**src/rtl/spi_pkg.sv**
```systemverilog
// Shared widths and receiver state encoding for the SPI byte receiver.
package spi_pkg;

  localparam int unsigned SPI_BYTE_W    = 8;
  localparam int unsigned SPI_BIT_CNT_W = 3;

  typedef enum logic {
    IDLE,
    ACTIVE
  } rx_state_t;

endpackage

```
**src/rtl/sync_edge.sv**
```systemverilog
// Multi-flop synchronizer with registered history for rise/fall detection.
module sync_edge #(
  parameter int unsigned SYNC_STAGES = 2,
  parameter logic        RESET_VAL   = 1'b0
) (
  input  logic clk,
  input  logic rst_n,
  input  logic d_i,
  output logic sync_o,
  output logic rise_o,
  output logic fall_o
);

  logic [SYNC_STAGES-1:0] chain_q;
  logic                   prev_q;
  // Edges stay masked until the chain holds real pin samples, so the reset
  // value never produces a phantom edge against the live pin level.
  logic [SYNC_STAGES:0]   primed_q;

  always_ff @(posedge clk or negedge rst_n) begin
    if (!rst_n) begin
      chain_q  <= {SYNC_STAGES{RESET_VAL}};
      prev_q   <= RESET_VAL;
      primed_q <= '0;
    end else begin
      chain_q  <= {chain_q[SYNC_STAGES-2:0], d_i};
      prev_q   <= chain_q[SYNC_STAGES-1];
      primed_q <= {primed_q[SYNC_STAGES-1:0], 1'b1};
    end
  end

  assign sync_o = chain_q[SYNC_STAGES-1];
  assign rise_o = primed_q[SYNC_STAGES] & sync_o & ~prev_q;
  assign fall_o = primed_q[SYNC_STAGES] & ~sync_o & prev_q;

endmodule

```
**src/rtl/spi_byte_rx.sv**
```systemverilog
// SPI mode-0 slave: oversampled byte receiver with MISO echo/status shifter.
module spi_byte_rx
  import spi_pkg::*;
#(
  parameter int unsigned           SYNC_STAGES = 2,
  parameter logic [SPI_BYTE_W-1:0] RESET_BYTE  = 8'h00
) (
  input  logic                  clk,
  input  logic                  rst_n,
  input  logic                  spi_sclk,
  input  logic                  spi_mosi,
  input  logic                  spi_cs_n,
  output logic                  spi_miso,
  input  logic [SPI_BYTE_W-1:0] tx_byte,
  output logic [SPI_BYTE_W-1:0] byte_out,
  output logic                  byte_valid,
  output logic                  frame_err,
  output logic                  busy
);

  logic sclk_s, sclk_rise, sclk_fall;
  logic cs_s, cs_rise, cs_fall;
  logic mosi_s, mosi_rise_unused, mosi_fall_unused;

  sync_edge #(.SYNC_STAGES(SYNC_STAGES), .RESET_VAL(1'b0)) u_sync_sclk (
    .clk    (clk),
    .rst_n  (rst_n),
    .d_i    (spi_sclk),
    .sync_o (sclk_s),
    .rise_o (sclk_rise),
    .fall_o (sclk_fall)
  );

  sync_edge #(.SYNC_STAGES(SYNC_STAGES), .RESET_VAL(1'b1)) u_sync_cs (
    .clk    (clk),
    .rst_n  (rst_n),
    .d_i    (spi_cs_n),
    .sync_o (cs_s),
    .rise_o (cs_rise),
    .fall_o (cs_fall)
  );

  sync_edge #(.SYNC_STAGES(SYNC_STAGES), .RESET_VAL(1'b0)) u_sync_mosi (
    .clk    (clk),
    .rst_n  (rst_n),
    .d_i    (spi_mosi),
    .sync_o (mosi_s),
    .rise_o (mosi_rise_unused),
    .fall_o (mosi_fall_unused)
  );

  rx_state_t                state_q, state_d;
  logic [SPI_BIT_CNT_W-1:0] bit_cnt_q, bit_cnt_d;
  logic [SPI_BYTE_W-1:0]    rx_shift_q, rx_shift_d;
  logic [SPI_BYTE_W-1:0]    tx_shift_q, tx_shift_d;
  logic [SPI_BYTE_W-1:0]    byte_q, byte_d;
  logic                     miso_q, miso_d;
  logic                     valid_q, valid_d;
  logic                     err_q, err_d;
  logic                     reload_q, reload_d;
  logic                     busy_q, busy_d;

  always_ff @(posedge clk or negedge rst_n) begin
    if (!rst_n) begin
      state_q    <= IDLE;
      bit_cnt_q  <= '0;
      rx_shift_q <= '0;
      tx_shift_q <= '0;
      byte_q     <= RESET_BYTE;
      miso_q     <= 1'b0;
      valid_q    <= 1'b0;
      err_q      <= 1'b0;
      reload_q   <= 1'b0;
      busy_q     <= 1'b0;
    end else begin
      state_q    <= state_d;
      bit_cnt_q  <= bit_cnt_d;
      rx_shift_q <= rx_shift_d;
      tx_shift_q <= tx_shift_d;
      byte_q     <= byte_d;
      miso_q     <= miso_d;
      valid_q    <= valid_d;
      err_q      <= err_d;
      reload_q   <= reload_d;
      busy_q     <= busy_d;
    end
  end

  always_comb begin
    state_d    = state_q;
    bit_cnt_d  = bit_cnt_q;
    rx_shift_d = rx_shift_q;
    tx_shift_d = tx_shift_q;
    byte_d     = byte_q;
    miso_d     = miso_q;
    valid_d    = 1'b0;
    err_d      = err_q;
    reload_d   = reload_q;
    busy_d     = ~cs_s;

    unique case (state_q)
      IDLE: begin
        if (cs_fall) begin
          state_d    = ACTIVE;
          bit_cnt_d  = '0;
          rx_shift_d = '0;
          tx_shift_d = tx_byte;
          miso_d     = tx_byte[SPI_BYTE_W-1];
          err_d      = 1'b0;
          reload_d   = 1'b0;
        end
      end
      ACTIVE: begin
        // Chip-select release takes priority over any coincident SCLK edge.
        if (cs_rise) begin
          state_d    = IDLE;
          err_d      = err_q | (bit_cnt_q != '0);
          bit_cnt_d  = '0;
          rx_shift_d = '0;
          miso_d     = 1'b0;
          reload_d   = 1'b0;
        end else if (sclk_rise) begin
          rx_shift_d = {rx_shift_q[SPI_BYTE_W-2:0], mosi_s};
          bit_cnt_d  = bit_cnt_q + 3'd1;
          if (bit_cnt_q == 3'd7) begin
            byte_d   = {rx_shift_q[SPI_BYTE_W-2:0], mosi_s};
            valid_d  = 1'b1;
            reload_d = 1'b1;
          end
        end else if (sclk_fall) begin
          if (reload_q) begin
            tx_shift_d = tx_byte;
            miso_d     = tx_byte[SPI_BYTE_W-1];
            reload_d   = 1'b0;
          end else begin
            tx_shift_d = {tx_shift_q[SPI_BYTE_W-2:0], 1'b0};
            miso_d     = tx_shift_q[SPI_BYTE_W-2];
          end
        end
      end
      default: state_d = IDLE;
    endcase
  end

  assign spi_miso   = miso_q;
  assign byte_out   = byte_q;
  assign byte_valid = valid_q;
  assign frame_err  = err_q;
  assign busy       = busy_q;

endmodule

```
**config.mk**
```make
export PLATFORM = sky130hd
export DESIGN_NAME = spi_byte_rx
export DESIGN_NICKNAME = d
export VERILOG_FILES = /design/src/rtl/spi_pkg.sv /design/src/rtl/sync_edge.sv /design/src/rtl/spi_byte_rx.sv
export SDC_FILE = /design/constraint.sdc
export NUM_CORES = 1
export LEC_CHECK = 0
export BUFFER_PORTS_ARGS = -buffer_cell sky130_fd_sc_hd__clkbuf_2
export CELL_PAD_IN_SITES_DETAIL_PLACEMENT = 2
export CELL_PAD_IN_SITES_GLOBAL_PLACEMENT = 2
export CORE_ASPECT_RATIO = 1.25
export CORE_UTILIZATION = 40
export CTS_CLUSTER_SIZE = 8
export DETAILED_ROUTE_END_ITERATION = 6
export GPL_ROUTABILITY_DRIVEN = 0
export HOLD_SLACK_MARGIN = 0.02
export PLACE_DENSITY = 0.73
export SYNTH_ARGS = -nofsm -noshare
export SYNTH_HDL_FRONTEND = slang
export SYNTH_HIERARCHICAL = 1
export SYNTH_SLANG_ARGS = --single-unit
```
**constraint.sdc**
```tcl
create_clock -name clk -period 2.8 [get_ports clk]
set_input_delay 0.28 -clock clk [delete_from_list [all_inputs] [get_ports clk]]
set_output_delay 0.28 -clock clk [all_outputs]
set_load 0.02 [all_outputs]
```
==> flow_metrics.tcl, run 1 <==
set metrics [dict create \
    syn2layout_area_growth_pct 14.0 \
    worstPathMaxFanout 12 \
    final_cell_area_sq_um 2020 \
    fin_crit_ps 1990 \
    p_per_area_nw_per_um2 699 \
    wl_per_cell_um 15.8 \
    r2r-start "u_sync_cs/prev_q" \
    cts_buffers 5 \
    path_class "flip-flop to flip-flop" \
    rows 26 \
    tns_ps 0 \
    setup_viol 0 \
    htreeDepth 2 \
    peakVddDrop_mv 0.292 \
    cpMostUsedCell "and3b_1" \
    route.met2.wl_mm 1.74 \
    path_clk_slew_ps 80 \
    diodes 0 \
    synth_nets 133 \
    coreArea_sq_um 4160 \
    cts.sinks 45 \
    syn_area_sq_um 1780 \
    cts_hold_buf 0 \
    ctsLongestPathBuffers 2 \
    die_h_um 76.5 \
    hpwl_mm 2.24 \
    grt_max_degree 46 \
    setup_slack_ps 811 \
    pin_count 25 \
    cts_root_buffer "clkbuf_8" \
    route.met3.wl_um 130 \
    crit_chain "and3b_1 > and3b_1 > nand2_2 > mux2_2" \
    r2r_cells 4 \
    ys_warn_count 6 \
    max_freq_mhz 503 \
    vias_per_cell 5.00 \
    start_kind "flip-flop" \
    hp-start "spi_cs_n" \
    drc 0 \
    drv_slew 0 \
    hold_viol 0 \
    initialDrtViolationCount 17 \
    overflow 0 \
    holdPathStages 1 \
    drive_gt1_share_pct 41.8 \
    utilization_pct 48.6 \
    grt_pass1_vias 1137 \
    fin_crit_sh_pct 71.0 \
    cts.repair.resized 0 \
    timing.hold.ws_ps 56.5 \
    r2r-end "byte_out[3]" \
    syn_avg_cell_area_sq_um 15.2 \
    track_usage_pct 16.3 \
    required_ps 2980 \
    start_util_pct 42.6 \
    crit_path_end_kind "flip-flop" \
    slowest_stage "dfstp_2" \
    dp_worst_setup_slack_ps 835 \
    reg2reg_slack_ps 810 \
    rsz0062_at_grt "false" \
    place_area_sq_um 1940 \
    slew_headroom_pct 27.7 \
    port_buffers 24 \
    ant_nets 0 \
    syn_inst 117 \
    nets 161 \
    dieArea_sq_um 4710 \
    vias 1010 \
    hp-class "input port to flip-flop" \
    status "finished clean" \
    drt_wl_total_mm 3.19 \
    die_w_um 61.6 \
    worst_slew_pin_slew_ps 1080 \
    cts_tree "done" \
    drv_cap 0 \
    hold_end "u_sync_cs/chain_q[0]" \
    insertion_delay_ps 300 \
    finalClockSkew_ps 7.48 \
    antenna_found_initial 0 \
    grt_pass1_wl_mm 5.54 \
    post-cts-setup-buffers 0 \
    wl_met1_mm 1.26 \
    leakagePower_nw 1.03 \
    cp_data_arrival_time_ps 2170 \
    first_pass_iters 2 \
    top_layer "met4" \
    critPathMaxStageDelay_ps 530 \
]
-- where the power goes --
part / internal, W / switching (W) / total (W)
sequential: 0.000729 / 0.0000535 / 0.000782
clock: 0.000172 / 0.000215 / 0.000388
combinational: 0.000140 / 0.000106 / 0.000246
total: 0.00104 / 0.000375 / 0.00142
-- worst max-delay path: cells and delay by family, from the launching register on --
| family | cells | cell delay, ps |
|---|---|---|
| flops | 1 | 530 |
| mux | 1 | 330 |
| simple gates | 3 | 1010 |
-- routing by layer --
metal / vias up / GRT usage, %
met5: - / 0
met4: 0 / 7.33
met3: 6 / 4.58
met2: 21 / 26.8
met1: 526 / 19.2
li1: 457 / -
-- layout make-up --
cell class                      instances  area (sq um)
Inverter                                7          26.3
Clock buffer                            5          68.8
Multi-Input combinational cell         62           592
Clock inverter                          3          17.5
Timing Repair Buffer                   24           120
Sequential cell                        45          1130
Tap cell                               56          70.1
Fill cell                             441          2140
-- stage by stage --
| step | std cells | total power, W |
|---|---|---|
| detailed placement | 194 | 0.00104 |
| CTS | 202 | 0.00144 |
| global placement | 194 | 0.00103 |
| global route | 202 | 0.00149 |
| floorplan | 117 | 0.000985 |
| finish | 202 | 0.00142 |
-- worst max path at each step --
stage	start	end	slack, ps	depth (start not counted)
2_1_floorplan	u_sync_cs/prev_q	tx_shift_q[1]	1150	4
3_3_place_gp	u_sync_cs/prev_q	byte_out[3]	910	4
3_5_place_dp	u_sync_cs/prev_q	byte_out[1]	840	4
4_1_cts	u_sync_cs/prev_q	byte_out[3]	780	4
5_1_grt	u_sync_cs/prev_q	byte_out[3]	710	4
6_report	u_sync_cs/prev_q	byte_out[3]	810	4
-- registers in the layout (all words and copies together) (netlist names) --
register / count
byte_out: 8
rx_shift_q: 7
tx_shift_q: 7
bit_cnt_q: 3
u_sync_cs/primed_q: 3
u_sync_sclk/primed_q: 3
u_sync_cs/chain_q: 2
u_sync_mosi/chain_q: 2
u_sync_sclk/chain_q: 2
busy: 1
byte_valid: 1
frame_err: 1
reload_q: 1
spi_miso: 1
state_q: 1
u_sync_cs/prev_q: 1
u_sync_sclk/prev_q: 1
-- layout by cell type (no fill, tap or decap), drive strengths merged --
| master | n |
|---|---|
| a21oi | 3 |
| dfstp | 3 |
| o22ai | 1 |
| mux2 | 22 |
| clkbuf | 29 |
| o21ai | 1 |
| clkinv | 2 |
| nand2b | 5 |
| ha | 3 |
| a31oi | 1 |
| nor2 | 3 |
| inv | 7 |
| and3b | 5 |
| clkinvlp | 1 |
| a22o | 9 |
| a311o | 1 |
| conb | 2 |
| nand2 | 3 |
| dfrtp | 42 |
| nor2b | 1 |
| nor4bb | 1 |
| mux2i | 1 |
(Power assumes the default switching activity.)
==> run 2, diff against run 1 <==
==> constraint.sdc (replaced) <==
create_clock -name clk -period 1.9 [get_ports clk]
set_input_delay 0.19 -clock clk [delete_from_list [all_inputs] [get_ports clk]]
set_output_delay 0.19 -clock clk [all_outputs]
set_load 0.02 [all_outputs]
==> flow_metrics.tcl, run 2 (synthesis gave the netlist of run 1 again) <==
set metrics [dict create \
    status "finished clean" \
    fin_crit_sh_pct 93.8 \
    top_usage_layer "met2" \
    drc 0 \
    rsz0062_at_grt "false" \
    overflow 0 \
    worstPathMaxFanout 7 \
    fillerInstances 434 \
    initialDrtViolationCount 17 \
    path_class "flip-flop to flip-flop" \
    drt_wl_total_mm 3.24 \
    required_ps 2090 \
    worst_slew_pin_slew_ps 556 \
    drv_cap 0 \
    place_area_sq_um 1960 \
    setup_viol 0 \
    syn2layout_area_growth_pct 18.0 \
    start_util_pct 42.6 \
    vias 1017 \
    first_pass_iters 4 \
    multiInputGateArea_sq_um 592 \
    dp.cells 197 \
    drv_slew 0 \
    die_h_um 76.5 \
    pin_count 25 \
    coreArea_sq_um 4160 \
    htreeDepth 2 \
    path_clk_slew_ps 90 \
    ctsLongestPathBuffers 2 \
    fin_cells 209 \
    die_w_um 61.6 \
    insertion_delay_ps 300 \
    dieArea_sq_um 4710 \
    total_power_w 0.00216 \
    cts.repair.resized 0 \
    vias_per_cell 4.87 \
    antenna_found_initial 0 \
    final_cell_mix "dfrtp_1 (42), clkbuf_2 (24), mux2_2 (15), a22o_1 (9)" \
    largest_reg_flops 8 \
    tns_ps 0 \
    hold_viol 0 \
    hpwl_mm 2.29 \
    grt_pass1_wl_mm 5.53 \
    crit_path_end_kind "flip-flop" \
    cts_root_buffer "clkbuf_8" \
    max_freq_mhz 561 \
    rows 26 \
    peakVddDrop_mv 0.702 \
    grt_max_degree 46 \
    final_cell_area_sq_um 2090 \
    mostFrequentLayoutCell "dfrtp_1" \
    cts.sinks 45 \
    met1_usage_pct 18.9 \
    hp-class "input port to flip-flop" \
    grt_pass1_vias 1135 \
    port_buffers 24 \
    fin_crit_ps 1780 \
    ant_nets 0 \
    start_kind "flip-flop" \
    grt.met3_usage_pct 4.75 \
    track_usage_pct 16.3 \
    drive_gt1_share_pct 41.8 \
    wl_per_cell_um 15.5 \
    met2_usage_pct 27.5 \
    leakagePower_nw 1.07 \
    finalClockSkew_ps 4.59 \
    cts_buffers 5 \
    diodes 0 \
    p_per_area_nw_per_um2 1030 \
    nets 168 \
    register_area_sq_um 1130 \
    cp_data_arrival_time_ps 1970 \
    cts_tree "done" \
    slew_headroom_pct 62.9 \
]
run 2: changes by cell type in the layout (fill, tap and decap cells not counted), sizes merged:
cell | before | now
inv | 7 | 9
clkinv | 2 | 0
buf | 0 | 3
dlygate4sd3 | 0 | 4
run 2: critical path: stages, from the launching register on:
cell and delay, ps:
dfstp_2 530, and3b_1 210, nand2b_1 230, o21ai_4 310, mux2_2 390
run 2: path summary, 6_finish.rpt:
kind	start	to	slack (ps)	cells past startpoint
max in group asynchronous	rst_n	u_sync_cs/chain_q[1]	1010	3
worst max-delay path	u_sync_cs/prev_q	tx_shift_q[1]	120	4
worst min-delay path	tx_byte[0]	tx_shift_q[0]	120	3
min in group asynchronous	rst_n	tx_shift_q[6]	490	3
worst max register to register	u_sync_cs/prev_q	tx_shift_q[1]	120	4
worst min register to register	u_sync_sclk/primed_q[1]	u_sync_sclk/primed_q[2]	350	0
run 2: per-layer routing:
metal	share of wire, %	vias to the layer above
met5	0	-
met4	1.6	0
met3	3.7	7
met2	56	21
met1	39	520
li1	-	469
run 2: layout make-up:
class / instances / share of cell area, %
Sequential cell: 45 / 53.9
Multi-Input combinational cell: 62 / 28.3
Timing Repair Buffer: 31 / 8.72
Tap cell: 56 / 3.35
Clock buffer: 5 / 3.29
Inverter: 7 / 1.25
Clock inverter: 3 / 1.19
run 2: what timing repair did:
| action | CTS | global route |
|---|---|---|
| endpoints found under the hold margin | 45 | 0 |
| endpoints found under the setup margin | 0 | 2 |
| hold buffers | 4 | 0 |
| buffers inserted | 0 | 0 |
run 2: per-stage QoR:
stage               setup WS (ps)  hold slack, ps  utilization [%]
finish                        117             125             50.3
global route                 15.6             126             50.3
CTS                          69.8             113             50.3
detailed placement           82.2             283             47.1
global placement              167             278             47.1
floorplan                     248            -106                -
run 2: where the power goes:
part,switching (W),internal [W],leakage (nW)
combinational,0.000167,0.000221,0.447
sequential,0.0000819,0.00107,0.573
clock,0.000343,0.000268,0.0452
total,0.000592,0.00156,1.07
